### src/rtl/i2c_slave_regfile.sv
// i2c_slave_regfile: register-file backend sitting behind i2c_slave.
// Implements the "pointer byte, then data bytes" protocol. Register 0 drives
// ctrl_out; the top address is read-only and returns the live status_in.
// Build option: define I2C_REGFILE_AUTOINC_EN to post-increment the pointer
// after every data access; left undefined, the pointer stays where the
// pointer byte put it.
module i2c_slave_regfile #(
    parameter int         N_REGS   = 16,
    parameter int         ADDR_W   = 4,
    parameter logic [7:0] RST_CTRL = 8'h00
) (
    input  logic       clk,
    input  logic       rst,
    input  logic       bus_start,
    input  logic       bus_stop,
    input  logic       wr_valid,
    input  logic [7:0] wr_data,
    input  logic       rd_req,
    input  logic [7:0] status_in,
    output logic [7:0] rd_data,
    output logic       rd_valid,
    output logic [7:0] ctrl_out,
    output logic       busy,
    output logic       err
);

    typedef enum logic [1:0] {ST_IDLE, ST_PTR, ST_DATA, ST_BAD} state_e;

    localparam logic [ADDR_W-1:0] LAST_ADDR = ADDR_W'(N_REGS - 1);

`ifdef I2C_REGFILE_AUTOINC_EN
    localparam logic [ADDR_W-1:0] PTR_STEP = ADDR_W'(1);
`else
    // A zero step freezes the pointer after the pointer byte.
    localparam logic [ADDR_W-1:0] PTR_STEP = '0;
`endif

    state_e            state_q, state_d;
    logic [ADDR_W-1:0] ptr_q, ptr_d;
    logic [7:0]        regs_q [N_REGS];
    logic [7:0]        regs_d [N_REGS];
    logic [7:0]        rd_data_q, rd_data_d;
    logic              rd_valid_q, rd_valid_d;
    logic              busy_q, busy_d;
    logic              err_q, err_d;
    logic [7:0]        rd_byte;
    logic              ptr_in_range;

    // Next-state, pointer, register-file update and read response.
    always_comb begin
        // NOTE: every variable gets a default before any branch, so no path
        // leaves one unassigned and no latch is inferred.
        state_d      = state_q;
        ptr_d        = ptr_q;
        regs_d       = regs_q;
        rd_data_d    = rd_data_q;
        rd_valid_d   = 1'b0;
        busy_d       = busy_q;
        err_d        = err_q;
        rd_byte      = (ptr_q == LAST_ADDR) ? status_in : regs_q[ptr_q];
        ptr_in_range = ({24'd0, wr_data} < 32'(N_REGS));

        // Every read request is answered next cycle; 8'hFF unless a legal
        // read below replaces it.
        if (rd_req) begin
            rd_valid_d = 1'b1;
            rd_data_d  = 8'hFF;
        end

        if (bus_start) begin
            // START wins over everything else; any byte this cycle is dropped
            // and the pointer is kept for a repeated-START read.
            state_d = ST_PTR;
            busy_d  = 1'b1;
        end else begin
            // A write and a read in the same cycle: write proceeds, read fails.
            if (wr_valid && rd_req) begin
                err_d = 1'b1;
            end

            case (state_q)
                ST_IDLE: begin
                    if (wr_valid || rd_req) begin
                        err_d = 1'b1;
                    end
                end
                ST_PTR: begin
                    if (wr_valid) begin
                        if (ptr_in_range) begin
                            ptr_d   = wr_data[ADDR_W-1:0];
                            state_d = ST_DATA;
                        end else begin
                            err_d   = 1'b1;
                            state_d = ST_BAD;
                        end
                    end else if (rd_req) begin
                        // First read after (repeated) START is a data access.
                        rd_data_d = rd_byte;
                        ptr_d     = ptr_q + PTR_STEP;
                        state_d   = ST_DATA;
                    end
                end
                ST_DATA: begin
                    if (wr_valid) begin
                        if (ptr_q != LAST_ADDR) begin
                            regs_d[ptr_q] = wr_data;
                        end
                        ptr_d = ptr_q + PTR_STEP;
                    end else if (rd_req) begin
                        rd_data_d = rd_byte;
                        ptr_d     = ptr_q + PTR_STEP;
                    end
                end
                default: begin
                    // ST_BAD: writes dropped, reads get the 8'hFF default.
                end
            endcase

            // STOP lets this cycle's byte complete, then returns to idle.
            if (bus_stop) begin
                state_d = ST_IDLE;
                busy_d  = 1'b0;
            end
        end
    end

    // State, pointer, register file and output registers with sync reset.
    always_ff @(posedge clk) begin
        if (rst) begin
            state_q    <= ST_IDLE;
            ptr_q      <= '0;
            rd_data_q  <= 8'h00;
            rd_valid_q <= 1'b0;
            busy_q     <= 1'b0;
            err_q      <= 1'b0;
            // NOTE: the register file is small and its reset contents are
            // architecturally visible, so every entry is reset explicitly.
            for (int i = 0; i < N_REGS; i++) begin
                regs_q[i] <= (i == 0) ? RST_CTRL : 8'h00;
            end
        end else begin
            // NOTE: non-blocking assignments keep every flop sampling the
            // pre-edge values computed above.
            state_q    <= state_d;
            ptr_q      <= ptr_d;
            regs_q     <= regs_d;
            rd_data_q  <= rd_data_d;
            rd_valid_q <= rd_valid_d;
            busy_q     <= busy_d;
            err_q      <= err_d;
        end
    end

    assign rd_data  = rd_data_q;
    assign rd_valid = rd_valid_q;
    assign ctrl_out = regs_q[0];
    assign busy     = busy_q;
    assign err      = err_q;

endmodule
### config.mk
export PLATFORM = sky130hd
export DESIGN_NAME = i2c_slave_regfile
export DESIGN_NICKNAME = d
export VERILOG_FILES = /design/src/rtl/i2c_slave_regfile.sv
export SDC_FILE = /design/constraint.sdc
export NUM_CORES = 1
export LEC_CHECK = 0
export CAP_MARGIN = 5
export CORE_ASPECT_RATIO = 0.5
export CORE_UTILIZATION = 53
export DETAILED_ROUTE_END_ITERATION = 6
export PLACE_DENSITY = 0.82
export SKIP_LAST_GASP = 1
export SLEW_MARGIN = 0
export SYNTH_ARGS = -nofsm -noshare
export SYNTH_HDL_FRONTEND = slang
export SYNTH_SLANG_ARGS = --single-unit
export TNS_END_PERCENT = 20
### constraint.sdc
create_clock -name clk -period 1.77 [get_ports clk]
set_clock_uncertainty 0.2 [all_clocks]
set_input_delay 0.354 -clock clk [delete_from_list [all_inputs] [get_ports clk]]
set_output_delay 0.354 -clock clk [all_outputs]
set_load 0.02 [all_outputs]
* Word level (Yosys, flattened, before mapping)
Cells that the tools add are included.
** Operators by class
- Order comparisons :: 3
- Equal/unequal tests :: 4
- Muxes and demuxes :: 28
- Bitwise gates (word level) :: 2
- Reduce and logical (&&, ||, !) cells :: 14
** Operator list (count)
- 128-bit bitwise mux :: 1
- 8-bit two-way mux :: 9
- 8-bit binary-select mux with 4-bit select :: 1
- 8-bit demux with 4-bit select :: 1
- 1-bit two-way mux :: 11
- 8-bit by 5-bit < comparator with 1-bit output (second input constant) :: 1
- 4-bit two-way mux :: 2
- 4-bit AND reduction :: 2
- 5-bit greater-or-equal comparator (second input constant) :: 1
- 5-bit by 1-bit < comparator with 1-bit output (second input constant) :: 1
- 4-bit inverter with 5-bit output :: 1
- 4-bit == test (second input constant) :: 1
- 2-bit two-way mux :: 2
- 4-bit != test (second input constant) :: 1
- 2-bit AND reduction :: 2
- 2-bit nonzero test :: 2
- 4-bit nonzero test :: 1
- 3-bit nonzero test :: 1
- 3-bit OR reduction :: 1
- 2-bit by 1-bit == test with 1-bit output (second input constant) :: 1
- 2-bit == test (second input constant) :: 1
- 1-bit logical AND :: 2
- 2-bit zero test :: 1
- 1-bit one-hot mux with 2 select lines :: 1
- other kinds (3) :: 3
** Storage, ports and cells
- Register bits after elaboration :: 145
- Bits of input ports :: 22
- Output and inout bits :: 19
- Logic and storage cells :: 74

* Depth between registers and ports, before layout
Gate-level depths: netlist of run 1.
- Depth after elaboration :: 9
- Gate-level depth with buffers :: 7
- Gate-level depth less buffers :: 6

* Worst setup path after synthesis of run 1
Ideal clock, no wire load.
- Path kind :: reg-to-reg
- Start :: register state_q[0]
- End :: register regs_q[24] (netlist name)
- Library setup time :: 128 ps
- Data arrival time :: 1522 ps
- Required time :: 1442 ps
- Setup slack :: -80 ps
- Cell stages (with the launch flop) :: 8
- Buffers on the path :: 1
- Period minus slack after synthesis :: 1850 ps
- Path through :: dfxtp_1 inv_1 ha_1 and3b_1 buf_2 nand4_2 mux2i_1 nor2_1
** On the way
- Longest elaborated chain between the ends :: 2
** Ends and longest elaborated chain
- start: declaration :: line 38 : state_e state_q, state_d;
- start signal: assignment :: line 144 : state_q <= state_d;
- 2-bit == test :: line 81 : case (state_q)
- 4-bit AND reduction (no source line)
- end signal: indexed assignment :: line 139 : regs_q[i] <= (i == 0) ? RST_CTRL : 8'h00;
- end signal: assignment :: line 146 : regs_q <= regs_d;
- end: declaration :: line 40 : logic [7:0] regs_q [N_REGS];
No other way between the ends.
A chain may end at the register's enable or synchronous reset.

* Worst setup path in the final report of run 1
- Start :: register state_q[0]
- End :: register regs_q[68] (netlist name)
The elaborated chain is that of the path after synthesis.

==> results of run 1 <==
==> cell type report <==
| class | instances | share of cell area [%] |
|---|---|---|
| well taps | 159 | 2.374 |
| inverters | 5 | 0.2240 |
| multi-input cells | 433 | 42.18 |
| clock buffers | 19 | 5.286 |
| flip-flops and latches | 137 | 32.88 |
| repair buffers | 117 | 15.37 |
| clock inverters | 12 | 1.687 |
==> through the flow <==
| step | std cells | instance area (um2) | total power [mW] | utilization (%) |
|---|---|---|---|---|
| after CTS | 882 | 8178 | 7.035 | 72.48 |
| after global routing | 882 | 8379 | 7.248 | 74.26 |
| after floorplan | 629 | 6319 | 3.353 | - |
| final | 882 | 8379 | 7.108 | 74.26 |
| after global placement | 843 | 7438 | 3.565 | 65.92 |
| after detailed placement | 843 | 7438 | 3.572 | 65.92 |
==> final timing paths <==
path              start  cells past startpoint         end  slack [ns]
max          state_q[0]                      8  regs_q[68]       -0.20
min                 rst                      3  state_q[0]        0.13
max reg2reg  state_q[0]                      8  regs_q[68]       -0.20
min reg2reg         err                      2         err        0.25
==> worst max-delay path, stage by stage, from the launching register on <==
cell and delay [ns]:
dfxtp_2 0.32, inv_2 0.07, ha_4 0.15, buf_6 0.11
nand3_4 0.09, nor3_4 0.26, buf_12 0.17, mux2i_1 0.32
nor2_1 0.13
==> synthesized netlist by cell type (all sizes together) (6+ instances only) <==
cell type | n | area, um2
a211o | 6 | 52.55
a22oi | 15 | 112.6
buf | 26 | 168.9
clkbuf | 28 | 105.1
dfxtp | 137 | 2743
mux2i | 164 | 1642
mux4 | 8 | 180.2
nand2 | 13 | 48.80
nand3 | 17 | 137.6
nor2 | 130 | 490.5
nor2b | 6 | 37.54
nor3 | 6 | 97.59
o21ai | 32 | 160.2
o221ai | 8 | 70.07
==> cell families after synthesis <==
kind of cell	count (synthesis)
AO/OA/AOI/OAI	71
adder cells (fa/ha/maj)	3
buffers and inverters	59
flip-flops	137
multiplexers	172
AND/OR/NAND/NOR	187
==> layer usage <==
| layer | track usage [%] | vias up |
|---|---|---|
| met3 | 8.624 | 132 |
| met4 | 17.16 | 0 |
| li1 | - | 2374 |
| met5 | 0 | - |
| met1 | 38.53 | 2745 |
| met2 | 52.99 | 447 |
==> where the power goes <==
group	switching, mW	total (mW)	internal [mW]
logic	0.257	0.425	0.168
clock network	1.45	3.57	2.12
registers	0.0132	3.12	3.10
total	1.72	7.11	5.39
==> placed cells by master (no fill, tap or decap), types with 3 or more instances in the layout <==
cell type / n
nand3_1: 7
dlygate4sd2_1: 18
a22oi_1: 6
nor2_2: 4
inv_1: 3
o21ai_1: 3
dfxtp_1: 131
a211o_1: 6
nor2b_1: 4
buf_4: 48
mux4_2: 8
clkinv_4: 4
inv_6: 3
nand2b_1: 4
mux2i_4: 8
clkbuf_16: 18
nor2_1: 126
a22oi_2: 9
mux2i_2: 5
nand3_4: 3
nand2_1: 13
clkdlybuf4s50_1: 14
o221ai_1: 6
nand3_2: 7
dfxtp_2: 4
a21oi_1: 4
nor3_4: 6
o21ai_0: 28
mux2i_1: 151
dlymetal6s2s_1: 7
buf_6: 5
buf_12: 21
==> state kept, by name (all words and copies together) (netlist names), named ones only <==
| signal | cells |
|---|---|
| ptr_q | 4 |
| regs_q | 112 |
| ctrl_out | 8 |
| state_q | 2 |
| busy | 1 |
| rd_valid | 1 |
| err | 1 |
==> timing repair <==
action | CTS | global route
endpoints found under the setup margin | 130 | 127
hold buffers | 1 | 0
buffers inserted | 7 | 1
pin swaps | 9 | 16
resized for setup | 46 | 48
gates cloned | 0 | 1
hold endpoints to repair | 2 | 0
==> summary.md, run 1 <==
| Metric | Value |
|---|---|
| Clock network latency to the later pin of the worst-skew pair | between 0.4 and 0.5 ns |
| Starting Density | 55.84% |
| Nets | 736 |
| Overflow after GRT | 0 |
| Critical Path End Type | flop |
| Post-synthesis compound-gate area fraction | under 10% |
| Leakage | roughly 3.7 nW |
| Simple-gate portion of the synthesized area | between 10% and 20% |
| Max-cap check violation count | 0 |
| Area of the mapped netlist | 0.006301 mm2 |
| M1 WL | 8168 um |
| Final min period | 1.966 ns |
| # diodes | 0 |
| DP HPWL | 10,890 um |
| Final Hold Fails | 0 |
| Tot GR Track Use | 32.07% |
| Initial antenna violation count | 0 |
| H-tree Lvls | 4 |
| HP Class | in -> reg |
| DIE WIDTH | about 160 um |
| Footprint of the multi-input gates | 0.003535 mm2 |
| Yosys reg bits | 137 |
| Final Max Slew Viols | 0 |
| Largest net degree at the start of global routing | 77 |
| Xor/xnor share of the synthesized area | 0% |
| TritonCTS Buffers | 17 |
| IO buf count | 40 |
| Fin worst setup slack | -0.1956 ns |
| Post-DR wirelength/cell | 24.55 um |
| Clock sink count | 137 |
| DR top layer | met4 |
| Met2 wire len | approximately 9800 um |
| Syn Nets | ~650 |
| RD Place Congestion | 0.8809 |
| Die height | 79.10 um |
| Rows | 27 |
| Initial DRC Count | 812 |
| Avg Vias per Cell | 6.460 |
| Worst hold margin | between 0.1 and 0.15 ns |
| Synth Warn # | 0 |
| Outcome | complete, but fails checks |
| Syn_area_per_cell | 10.02 um2 |
| Slew HR | approximately 63% |
| EDFF count, synth | 0 |
| Via count | 5,698 |
| Largest family of logic cells by synthesized area | multiplexers |
| Final Cycle Share | 111.0% |
| Asr flop ratio synth | 0% |
| Register area share after synthesis | 43.53% |
| Fraction of final layout cells sized beyond drive strength 1 | 24.90% |
| CTS Root Cell | clkbuf_16 |
| Post-route ant nets | 0 |
| I/O Pins | 41 |
| Synthesized instance count | roughly 630 |
| CP required | 1.87 ns |
| Core area | 0.01128 mm2 |
| Slew @ Worst Pin | around 0.55 ns |
| Top_reg_cell synth | dfxtp_1 |
| Setup slack at placement | -0.5179 ns |
| CP Data Arrival Time | 2.06 ns |
| Failing checks | negative setup slack |
| CTS tree | done |
| Register area | 0.002755 mm2 |
| Crit path launch type | flop |
| DRC violations left | 0 |
| Layout fillers | 660 |
| Cell Pwr Density | around 850 mW/mm2 |
| Post-Synth Adder-Cell Area | 0.5957% |
| Setup repair after global routing missed its margin | yes |
| Post-synthesis mux area share | 28.91% |
| Final setup viols | 65 |
| Clock Path Buffers | 2 |
| Netlist cell types | 38 |
| Crit-path max FO | 8 |
| Synth-to-Final Area Change | 32.98% |
| First-pass DRT Iterations | 6 |
| TNS Setup | -3.560 ns |
| First-pass GRT wire length | 29,230 um |
| Critical setup path kind | reg -> reg |
| Die area | 0.01236 mm2 |
| Vias in the first global route | 5,380 |
| WL final | about 22,000 um |
| Clock slew seen by the registers of the worst setup and hold paths | around 0.060 ns |
| Fmax | between 500 and 600 MHz |
| Met3 wire len | 2512 um |
| Max IR drop VDD | 0.7049 mV |
Power figures use the tool's default switching activity.
==> inputs of run 2 (changes only) <==
--- a/config.mk
+++ b/config.mk
@@ -9,6 +9,7 @@
 export CORE_ASPECT_RATIO = 0.5
 export CORE_UTILIZATION = 53
 export DETAILED_ROUTE_END_ITERATION = 6
+export HOLD_SLACK_MARGIN = 0.15
 export PLACE_DENSITY = 0.82
 export SKIP_LAST_GASP = 1
 export SLEW_MARGIN = 0
==> summary.md, run 2 (same netlist as run 1, synthesis figures left out) <==
| Metric | Value |
|---|---|
| Synth-to-Final Area Change | 32.98% |
| Slew @ Worst Pin | ~0.55 ns |
| Outcome | complete, but fails checks |
| Setup repair after global routing missed its margin | yes |
| Clock network latency to the later pin of the worst-skew pair | 0.43 ns |
| Cell Pwr Density | between 800 and 900 mW/mm2 |
| Most frequent cells in the layout | mux2i_1 (151), dfxtp_1 (131), nor2_1 (126) |
| Crit path launch type | flop |
| CTS Root Cell | clkbuf_16 |
| Initial antenna violation count | 0 |
| Fin worst setup slack | -0.2784 ns |
| Leakage | 3.696 nW |
| First-pass GRT wire length | 29,230 um |
| Via count | just under 6,000 |
| Starting Density | 55.84% |
| # diodes | 0 |
| Fraction of final layout cells sized beyond drive strength 1 | 24.90% |
| Post-route ant nets | 0 |
| Die area | 0.01236 mm2 |
| Vias in the first global route | ~5,400 |
| Critical setup path kind | reg -> reg |
| Critical Path End Type | flop |
| IO buf count | 40 |
| DP HPWL | 10,890 um |
| Final Hold Fails | 0 |
| Max-cap check violation count | 0 |
| Fmax | 488.2 MHz |
| R2R depth | 6 |
| TritonCTS Buffers | 17 |
| Largest Register | regs_q |
| DIE WIDTH | 156.2 um |
| Clock Path Buffers | 2 |
| HP Class | in -> reg |
| Layout fillers | between 600 and 700 |
| R2r setup slk | -0.28 ns |
| Worst Setup SP | ptr_q[1] |
| Initial DRC Count | between 800 and 900 |
| First-pass DRT Iterations | 6 |
| Final setup viols | 69 |
| I/O Pins | 41 |
| Crit-path max FO | 14 |
| RD Place Congestion | 0.8809 |
| Max FFs per register | 112 |
| Core area | ~0.011 mm2 |
| Rows | 27 |
| DRC violations left | 0 |
| Tot GR Track Use | 32.07% |
| Tot Pwr | 7.097 mW |
| Reg2reg start | ptr_q[1] |
| Largest net degree at the start of global routing | 77 |
| Final Max Slew Viols | 0 |
| Final min period | 2.048 ns |
| Failing checks | negative setup slack |
| H-tree Lvls | 4 |
| WL final | around 22,000 um |
| CP required | 1.85 ns |
| Die height | 79.10 um |
| CTS tree | done |
| Final Cycle Share | 115.7% |
| Max IR drop VDD | 0.6958 mV |
| Avg Vias per Cell | approximately 6.5 |
| Post-layout util | 74.26% |
| Most common cell after layout, fill and taps aside | mux2i_1 |
| Slew HR | 63.47% |
| Clock slew seen by the registers of the worst setup and hold paths | around 0.060 ns |
| Nets | around 740 |
| Clock sink count | roughly 140 |
| Post-DR wirelength/cell | 24.49 um |
| CP Data Arrival Time | 2.13 ns |
| Overflow after GRT | 0 |
-- run 2: cell counts in the layout (fill, tap and decap cells not counted) --
Identical to the previous run, type by type.
-- run 2: how the worst min path moves through the flow --
| stage | from | endpoint | slack (ns) | depth (start not counted) |
|---|---|---|---|---|
| finish | bus_start | state_q[1] | 0.20 | 3 |
| floorplan | bus_start | state_q[1] | 0.23 | 1 |
| global placement | err | err | 0.24 | 2 |
| CTS | rst | regs_q[64] | 0.23 | 3 |
| global route | bus_start | state_q[1] | 0.19 | 3 |
| detailed placement | err | err | 0.25 | 2 |
-- run 2: final cells by class --
| cell class | instances | area (um2) | share of cell area [%] |
|---|---|---|---|
| well taps | 159 | 198.9 | 2.374 |
| flip-flops and latches | 137 | 2755 | 32.88 |
| multi-input cells | 433 | 3535 | 42.18 |
| clock inverters | 12 | 141.4 | 1.687 |
| clock buffers | 19 | 442.9 | 5.286 |
| inverters | 5 | 18.77 | 0.2240 |
| repair buffers | 117 | 1287 | 15.37 |
-- run 2: metal layers --
metal	track usage [%]	share of wire, %	vias up
li1	-	-	2380
met5	0	0	-
met3	8.624	12	155
met2	52.95	45	493
met1	38.57	37	2738
met4	17.16	6.1	0
-- run 2: power by group --
part,leakage (nW),internal [mW],switching (mW)
clock network,0.280,2.12,1.44
logic,2.31,0.168,0.256
registers,1.11,3.10,0.0130
-- run 2: worst max-delay path, cell delays in order, from the launching register on --
cell,delay (ns)
dfxtp_4,0.47
buf_4,0.21
buf_12,0.18
mux2i_1,0.33
a22oi_1,0.18
nand2_1,0.18
o221ai_1,0.14
-- run 2: stage by stage --
step / area [um2] / setup WS, ns / setup TNS, ns / hold WS, ns / instances
after CTS: 8178 / -0.1399 / -1.811 / 0.2326 / 882
after detailed placement: 7438 / -0.5179 / -43.59 / 0.2483 / 843
after global placement: 7438 / -0.4960 / -40.48 / 0.2383 / 843
final: 8379 / -0.2784 / -3.695 / 0.1959 / 882
after floorplan: 6319 / -0.03220 / -1.278 / 0.2321 / 629
after global routing: 8379 / -0.2573 / -7.247 / 0.1858 / 882
-- run 2: what timing repair did --
item                                   in CTS  in global routing
endpoints found under the hold margin       4                  0
gates cloned                                0                  1
pin swaps                                   9                 16
setup endpoints to repair                 130                127
setup buffers                               7                  1
gates resized for setup                    46                 48
hold buffers                                1                  0
==> inputs of run 3 (changes only) <==
--- a/config.mk
+++ b/config.mk
@@ -11,6 +11,7 @@
 export DETAILED_ROUTE_END_ITERATION = 6
 export HOLD_SLACK_MARGIN = 0.15
 export PLACE_DENSITY = 0.82
+export SETUP_SLACK_MARGIN = 0.1
 export SKIP_LAST_GASP = 1
 export SLEW_MARGIN = 0
 export SYNTH_ARGS = -nofsm -noshare
==> summary.md, run 3 (same netlist as run 1, synthesis figures left out) <==
| Metric | Value |
|---|---|
| Outcome | complete, but fails checks |
| Failing checks | negative setup slack |
| Final Max Slew Viols | 0 |
| Starting Density | 55.84% |
| Cell Pwr Density | slightly below 900 mW/mm2 |
| Crit-path max FO | 6 |
| Critical Path Max Stage Delay | 0.39 ns |
| CP required | 1.87 ns |
| CP max stage cell | dfxtp_4 |
| Most frequent cells in the layout | mux2i_1 (157), dfxtp_1 (131), nor2_1 (126) |
| Initial antenna violation count | 0 |
| DRC violations left | 0 |
| Vias in the first global route | 5,491 |
| Setup repair after global routing missed its margin | yes |
| Overflow after GRT | 0 |
| Leakage | approximately 3.7 nW |
| WL final | 21,340 um |
| Max FFs per register | 112 |
| CP top delay family | compound AO/OA/AOI/OAI gates |
| Fin worst setup slack | -0.2266 ns |
| Post-route ant nets | 0 |
| Crit path launch type | flop |
| Fraction of final layout cells sized beyond drive strength 1 | about a quarter |
| H-tree Lvls | 4 |
| CTS tree | done |
| First-pass DRT Iterations | 5 |
| Via count | 5,703 |
| First-pass GRT wire length | 30,320 um |
| Clock slew seen by the registers of the worst setup and hold paths | 0.07 ns |
| CP bufs+invs | 3 |
| DP HPWL | 10,940 um |
| HP Class | reg -> reg |
| Final setup viols | 116 |
| Slew HR | between 50% and 60% |
| Core area | roughly 0.011 mm2 |
| Synth-to-Final Area Change | 34.41% |
| Layout fillers | 626 |
| Critical setup path kind | reg -> reg |
| Max IR drop VDD | roughly 0.6 mV |
| CTS Root Cell | clkbuf_16 |
| Slew @ Worst Pin | 0.6686 ns |
| Max-cap check violation count | 0 |
| Tot Pwr | 7.341 mW |
| Post-layout util | 75.06% |
| DIE WIDTH | 156.2 um |
| Rows | 27 |
| Post-route cell area | 0.008469 mm2 |
| Initial DRC Count | 723 |
| Die height | 79.10 um |
| Final Hold Fails | 0 |
| Placed Area | 0.007390 mm2 |
| Largest net degree at the start of global routing | 67 |
| I/O Pins | 41 |
| Nets | 743 |
| # diodes | 0 |
| Post-DR wirelength/cell | between 20 and 25 um |
| Critical Path End Type | flop |
| Worst-path cell chain | buf_4, buf_6, buf_6, o21ai_0, o21ai_0, a22oi_2, o221ai_1 |
| CP Data Arrival Time | 2.10 ns |
| Tot GR Track Use | between 30% and 40% |
| Most common cell after layout, fill and taps aside | mux2i_1 |
| IO buf count | 40 |
| Final Cycle Share | 112.8% |
| Die area | 0.01236 mm2 |
| Clock Path Buffers | 2 |
| Fmax | 500.8 MHz |
| RD Place Congestion | 0.9170 |
| Avg Vias per Cell | roughly 6.4 |
| TritonCTS Buffers | 17 |
| Clock network latency to the later pin of the worst-skew pair | 0.44 ns |
| Final min period | 1.997 ns |
| Largest Register | regs_q |
| Clock sink count | 137 |
[run 3: cell count changes in the layout (fill, tap and decap cells not counted), sizes merged, moves of 2 or more]
cell | before | now
buf | 76 | 85
clkdlybuf4s15 | 0 | 9
clkinv | 5 | 3
dlygate4sd2 | 18 | 7
inv | 8 | 14
clkbuf | 20 | 17
[run 3: what timing repair did]
item | in CTS | in global routing
pin swaps | 12 | 13
setup endpoints to repair | 153 | 152
hold buffers | 0 | 0
setup buffers | 10 | 8
gates cloned | 1 | 0
resized for setup | 68 | 43
[run 3: final cells by class]
cell class	count	area (um2)	share of cell area, %
Clock buffer	17	425.4	5.023
Clock inverter	15	202.7	2.393
Inverter	5	18.77	0.2216
Multi-Input combinational cell	433	3535	41.73
Sequential cell	137	2758	32.56
Tap cell	159	198.9	2.349
Timing Repair Buffer	124	1331	15.72
[run 3: routing by layer]
layer / share of wire, % / vias to the layer above / track usage (%)
met5: 0 / - / 0
met4: 4.4 / 0 / 17.45
met3: 9.7 / 116 / 7.369
met2: 47 / 409 / 55.00
met1: 39 / 2782 / 40.46
li1: - / 2396 / -
[run 3: worst paths after layout]
kind / from / end / slack (ns) / depth (start not counted)
max: ptr_q[1] / flop / -0.23 / 7
min: err / err / 0.24 / 2
max reg2reg: ptr_q[1] / flop / -0.23 / 7
min reg2reg: err / err / 0.24 / 2
[run 3: report_power, final]
part / switching (mW) / total (mW) / leakage, nW / internal [mW]
logic: 0.257 / 0.428 / 2.31 / 0.171
registers: 0.0148 / 3.11 / 1.11 / 3.10
clock network: 1.63 / 3.80 / 0.306 / 2.17
total: 1.90 / 7.34 / 3.73 / 5.44
[run 3: tightest hold or removal path: stages, from the launching register on]
cell,delay [ns]
dfxtp_1,0.30
inv_1,0.04
a21oi_1,0.05
[run 3: stage by stage]
step	instances	setup slack [ns]	TNS, ns	hold WS [ns]
final	890	-0.2266	-7.058	0.2411
after global routing	890	-0.2514	-11.82	0.2475
after CTS	883	-0.1489	-2.338	0.2306
after detailed placement	840	-0.5467	-60.04	0.2377
after global placement	840	-0.5000	-52.43	0.2404
after floorplan	629	0.02111	0	0.2321
